[src/rtl/fcmp_pipe.sv]
// fcmp_pipe: two-stage pipelined binary32 compare unit (FEQ / FLT / FLE).
// Stage 1 classifies both operands and compares their magnitudes.
// Stage 2 forms the result and the invalid-operation flag.
// Denormals are compared exactly; there is no flush-to-zero.
//
// Handshake: a transfer happens on a rising edge where valid && ready.
// The producer holds its payload stable while valid && !ready.
// The out_* payload stays stable while out_valid && !out_ready.
// in_ready depends on out_ready and pipeline occupancy only, never on in_valid.
module fcmp_pipe #(
    parameter int TAG_W = 5
) (
    input  logic             clk,
    input  logic             rstn,
    input  logic             in_valid,
    output logic             in_ready,
    input  logic [1:0]       in_op,
    input  logic [31:0]      in_x1,
    input  logic [31:0]      in_x2,
    input  logic [TAG_W-1:0] in_tag,
    output logic             out_valid,
    input  logic             out_ready,
    output logic             out_y,
    output logic             out_nv,
    output logic [TAG_W-1:0] out_tag
);

    // Operand classes. Bit 1 set means NaN of either kind.
    localparam logic [1:0] CLS_OTHER = 2'd0;
    localparam logic [1:0] CLS_ZERO  = 2'd1;
    localparam logic [1:0] CLS_SNAN  = 2'd2;
    localparam logic [1:0] CLS_QNAN  = 2'd3;

    localparam logic [1:0] OP_FEQ = 2'd0;
    localparam logic [1:0] OP_FLT = 2'd1;
    localparam logic [1:0] OP_FLE = 2'd2;

    function automatic logic [1:0] classify(input logic [31:0] x);
        logic [1:0] c;
        c = CLS_OTHER;
        if (x[30:23] == 8'hFF && x[22:0] != 23'd0) begin
            c = x[22] ? CLS_QNAN : CLS_SNAN;
        end else if (x[30:0] == 31'd0) begin
            c = CLS_ZERO;
        end
        return c;
    endfunction

    // Stage 1 state
    logic             s1_valid;
    logic [1:0]       s1_cls1;
    logic [1:0]       s1_cls2;
    logic             s1_sgn1;
    logic             s1_sgn2;
    logic             s1_mag_lt;
    logic             s1_mag_eq;
    logic [1:0]       s1_op;
    logic [TAG_W-1:0] s1_tag;

    // Flow control
    logic s2_adv;
    logic s1_adv;

    // Stage 2 combinational result
    logic any_nan;
    logic any_snan;
    logic both_zero;
    logic eq_c;
    logic lt_c;
    logic y_c;
    logic nv_c;

    // Advance conditions: S2 drains when empty or consumed, S1 when empty or S2 moves.
    always_comb begin
        s2_adv   = !out_valid || out_ready;
        s1_adv   = !s1_valid || s2_adv;
        in_ready = s1_adv;
    end

    // Stage 1 register: classify operands and compare magnitudes on accept.
    always_ff @(posedge clk or negedge rstn) begin
        if (!rstn) begin
            s1_valid  <= 1'b0;
            s1_cls1   <= CLS_OTHER;
            s1_cls2   <= CLS_OTHER;
            s1_sgn1   <= 1'b0;
            s1_sgn2   <= 1'b0;
            s1_mag_lt <= 1'b0;
            s1_mag_eq <= 1'b0;
            s1_op     <= 2'd0;
            s1_tag    <= '0;
        end else if (s1_adv) begin
            s1_valid <= in_valid;
            if (in_valid) begin
                s1_cls1   <= classify(in_x1);
                s1_cls2   <= classify(in_x2);
                s1_sgn1   <= in_x1[31];
                s1_sgn2   <= in_x2[31];
                s1_mag_lt <= in_x1[30:0] < in_x2[30:0];
                s1_mag_eq <= in_x1[30:0] == in_x2[30:0];
                s1_op     <= in_op;
                s1_tag    <= in_tag;
            end
        end
    end

    // Stage 2 logic: ordered equality / less-than and the per-op NV rule.
    always_comb begin
        any_nan   = s1_cls1[1] | s1_cls2[1];
        any_snan  = (s1_cls1 == CLS_SNAN) | (s1_cls2 == CLS_SNAN);
        both_zero = (s1_cls1 == CLS_ZERO) && (s1_cls2 == CLS_ZERO);
        eq_c      = !any_nan && (both_zero || (s1_sgn1 == s1_sgn2 && s1_mag_eq));
        lt_c      = !any_nan && !both_zero &&
                    (( s1_sgn1 && !s1_sgn2) ||
                     (!s1_sgn1 && !s1_sgn2 && s1_mag_lt) ||
                     ( s1_sgn1 &&  s1_sgn2 && !s1_mag_lt && !s1_mag_eq));
        y_c  = 1'b0;
        nv_c = 1'b0;
        case (s1_op)
            OP_FEQ: begin
                y_c  = eq_c;
                nv_c = any_snan;
            end
            OP_FLT: begin
                y_c  = lt_c;
                nv_c = any_nan;
            end
            OP_FLE: begin
                y_c  = lt_c | eq_c;
                nv_c = any_nan;
            end
            default: begin
                y_c  = 1'b0;
                nv_c = 1'b0;
            end
        endcase
    end

    // Stage 2 register: output payload, held while the consumer stalls.
    always_ff @(posedge clk or negedge rstn) begin
        if (!rstn) begin
            out_valid <= 1'b0;
            out_y     <= 1'b0;
            out_nv    <= 1'b0;
            out_tag   <= '0;
        end else if (s2_adv) begin
            out_valid <= s1_valid;
            if (s1_valid) begin
                out_y   <= y_c;
                out_nv  <= nv_c;
                out_tag <= s1_tag;
            end
        end
    end

endmodule
[config.mk]
export PLATFORM = sky130hd
export DESIGN_NAME = fcmp_pipe
export DESIGN_NICKNAME = d
export VERILOG_FILES = /design/src/rtl/fcmp_pipe.sv
export SDC_FILE = /design/constraint.sdc
export NUM_CORES = 1
export LEC_CHECK = 0
export BUFFER_PORTS_ARGS = -buffer_cell sky130_fd_sc_hd__buf_2
export CAP_MARGIN = 20
export CORE_AREA = 2 2 66 99
export DETAILED_ROUTE_END_ITERATION = 10
export DIE_AREA = 0 0 68 101
export SLEW_MARGIN = 10
export SYNTH_ARGS = -nofsm -noshare
export SYNTH_HDL_FRONTEND = slang
export SYNTH_SLANG_ARGS = --single-unit
[constraint.sdc]
create_clock -name clk -period 3.2 [get_ports clk]
set_input_delay 0.16 -clock clk [delete_from_list [all_inputs] [get_ports clk]]
set_output_delay 0.16 -clock clk [all_outputs]
set_load 0.05 [all_outputs]
==> flow_metrics.tcl <==
set metrics [dict create \
    yosysSeqAreaShare_pct 29.43 \
    critical_path.top_delay_family "simple AND/OR/NAND/NOR gates" \
    syn_area_sq_um 2041 \
    required_ns 3.38 \
    ios 84 \
    overflow 0 \
    worstMarginPinSlew_ns 0.7597 \
    antenna_found_initial 0 \
    hold_viol 0 \
    clockRootBuffer "clkbuf_8" \
    drt_iter0_drc 75 \
    hold_path.class "input port to flip-flop" \
    met1_usage_pct 16.09 \
    fp.dieH_um 101 \
    cts_max_level 1 \
    synth_top_area_share_pct 29.43 \
    drt-total-wl_mm 4.907 \
    start_kind "flip-flop" \
    area_delta_synth_final_pct 26.79 \
    status "completed" \
    setup_viol 0 \
    wl_per_cell_um 12.68 \
    syn_area_per_cell_sq_um 8.950 \
    syn-num-nets 341 \
    drt_first_pass_iters 4 \
    worst-path-buf-inv 0 \
    start_util_pct 33.77 \
    cts_buffer_depth 2 \
    slowest_stage "nand2_1" \
    nNetsFinal 428 \
    design_area_sq_um 2587 \
    drive_above_1_share_pct 33.87 \
    setup_tns_ns 0 \
    dp_slack_ns 1.442 \
    synth_cells 228 \
    synth-seq-cells 24 \
    postRouteAntennaNets 0 \
    rows 35 \
    fin_ws_ns 1.510 \
    crit_start "s1_valid" \
    drv_slew 0 \
    synth_cell_types 35 \
    grt_pass1_wl_mm 8.093 \
    drc 0 \
    crit_chain "nand3b_2, nand2_1, nor3_1, nand2_1, o31ai_1" \
    maxCapViolations 0 \
    holdCritStartpoint "in_valid" \
    power_density_nw_per_um2 339.6 \
    die_area_sq_um 6868 \
    cts_num_sinks 24 \
    grt_max_degree 25 \
    hold_ws_ns 0.1068 \
    numCtsBuffers 3 \
    use_met2_pct 29.28 \
    r2r-start "s1_valid" \
    period_needed_ns 1.690 \
    cpMostUsedCell "nand2_1" \
    insertion_delay_ns 0.26 \
    placed_area_sq_um 2536 \
    use_met3_pct 1.899 \
    peakVddDrop_v 0.0001555 \
    path_max_fanout 21 \
    rsz0062_at_grt "no" \
    clkTransAtPathRegs_ns 0.08 \
    dp_hpwl_mm 4.344 \
    critPathKind "flip-flop to flip-flop" \
    antenna_cells 0 \
    core_sq_um 6043 \
    cts_tree "yes" \
    io_buffers 83 \
    final.setup_skew_ns 0.001628 \
    top_usage_layer "met2" \
    post-synth-top-area-cell "dfrtp_1" \
    netlist_top_cells_area "dfrtp_1, ha_1, mux2_2" \
    cp_data_arrival_time_ns 1.87 \
    slowest_delay_ns 0.45 \
    max-slew-margin-rel_pct 49.23 \
    via_count 1965 \
    post_drt_via_cell_ratio 5.078 \
    grt_usage_pct 14.94 \
    grt_pass1_vias 1979 \
    fp.dieW_um 68 \
    yosysWarningCount 0 \
    critPathCaptureType "flip-flop" \
    place.gp.congestion 0.7967 \
    leakagePower_nw 1.352 \
    fmax_mhz 591.8 \
    finalCritPeriodShare_pct 52.81 \
]
-- Yosys cell counts --
cell	number
o21a_1	1
nand4_1	8
nor3b_1	1
o31ai_2	1
nand4_2	2
a22o_1	1
dfrtp_1	24
nand2b_1	3
a31oi_1	1
o31ai_1	3
nand3b_1	1
buf_4	1
nor2_1	8
o21ai_1	1
and4_1	1
nor3_1	5
a32oi_1	1
a21o_1	1
buf_2	1
a221oi_1	1
a22oi_1	1
o41ai_1	1
ha_1	38
inv_1	38
o41ai_2	1
o22ai_1	1
nand3b_2	1
a211oi_1	3
o21ai_0	9
nand3_1	3
nand2_1	22
mux2_2	14
nor4_1	15
nor4_2	1
a21oi_1	14
-- metrics by stage --
step / cells / util (%) / power, mW
after floorplan: 228 / - / 0.5913
after global placement: 383 / 41.97 / 0.7074
after detailed placement: 383 / 41.97 / 0.7157
after CTS: 387 / 42.82 / 0.8920
after global routing: 387 / 42.82 / 0.9438
final: 387 / 42.82 / 0.8788
-- state kept, by name, indices dropped and copies added (netlist names) --
register   count
s1_sgn1        1
out_valid      1
s1_op          2
s1_mag_lt      1
s1_cls2        2
out_tag        5
s1_sgn2        1
s1_valid       1
s1_tag         5
s1_mag_eq      1
s1_cls1        2
out_y          1
out_nv         1
-- power breakdown --
part           switching [mW]  internal, mW  leakage (nW)
clock network          0.0888        0.0841        0.0216
registers              0.0236         0.344         0.294
logic                   0.205         0.134          1.04
-- area by class of cell --
cell class,count,area (sq um)
Clock buffer,3,41.29
Timing Repair Buffer,84,425.4
Sequential cell,24,600.6
Fill cell,617,3456
Multi-Input combinational cell,164,1285
Inverter,38,142.6
Tap cell,74,92.59
-- placed cells by master, fill, tap and decap left out --
cell,n
a221oi_1,1
and4_1,1
a31oi_1,1
nor4_2,1
nor4_1,15
a211oi_1,3
o21a_1,1
o41ai_2,1
nand3b_1,1
nand4_2,2
nand4_1,8
nor2_1,8
nand2_1,22
dfrtp_1,24
nand3_1,3
o21ai_0,9
a32oi_1,1
nand3b_2,1
clkbuf_8,3
ha_1,38
dlygate4sd3_1,1
a22oi_1,1
mux2_2,14
inv_1,38
buf_2,83
o41ai_1,1
nor3b_1,1
o21ai_1,1
a21oi_1,14
o31ai_2,1
a21o_1,1
a22o_1,1
o31ai_1,3
o22ai_1,1
nand2b_1,3
nor3_1,5
-- routing by layer --
layer | routed length, um | up-vias
met4 | 70 | 0
met3 | 303 | 7
met2 | 2648 | 70
met5 | 0 | -
met1 | 1885 | 893
li1 | - | 995
-- timing repair --
item,4_1_cts,5_1_grt
endpoints found under the hold margin,24,0
gates resized for setup,0,0
buffers inserted,0,0
hold buffers,1,0
-- worst paths after layout --
| check | depth (start not counted) | endpoint | slack (ns) |
|---|---|---|---|
| worst min-delay path | 2 | s1_valid | 0.11 |
| max in group asynchronous | 2 | out_nv | 2.45 |
| min in group asynchronous | 2 | s1_valid | 0.40 |
| worst max-delay path | 5 | s1_mag_lt | 1.51 |
| worst max register to register | 5 | s1_mag_lt | 1.51 |
| worst min register to register | 2 | out_nv | 0.48 |
-- logic make-up after synthesis --
group	Yosys count	share of synthesized area (%)
fa+ha+maj	38	23.30
mux	14	7.725
flops	24	29.43
compound gates	41	12.94
simple gates	71	19.01
buf+inv	40	7.603
No activity file was read; power rests on OpenSTA's default activity.
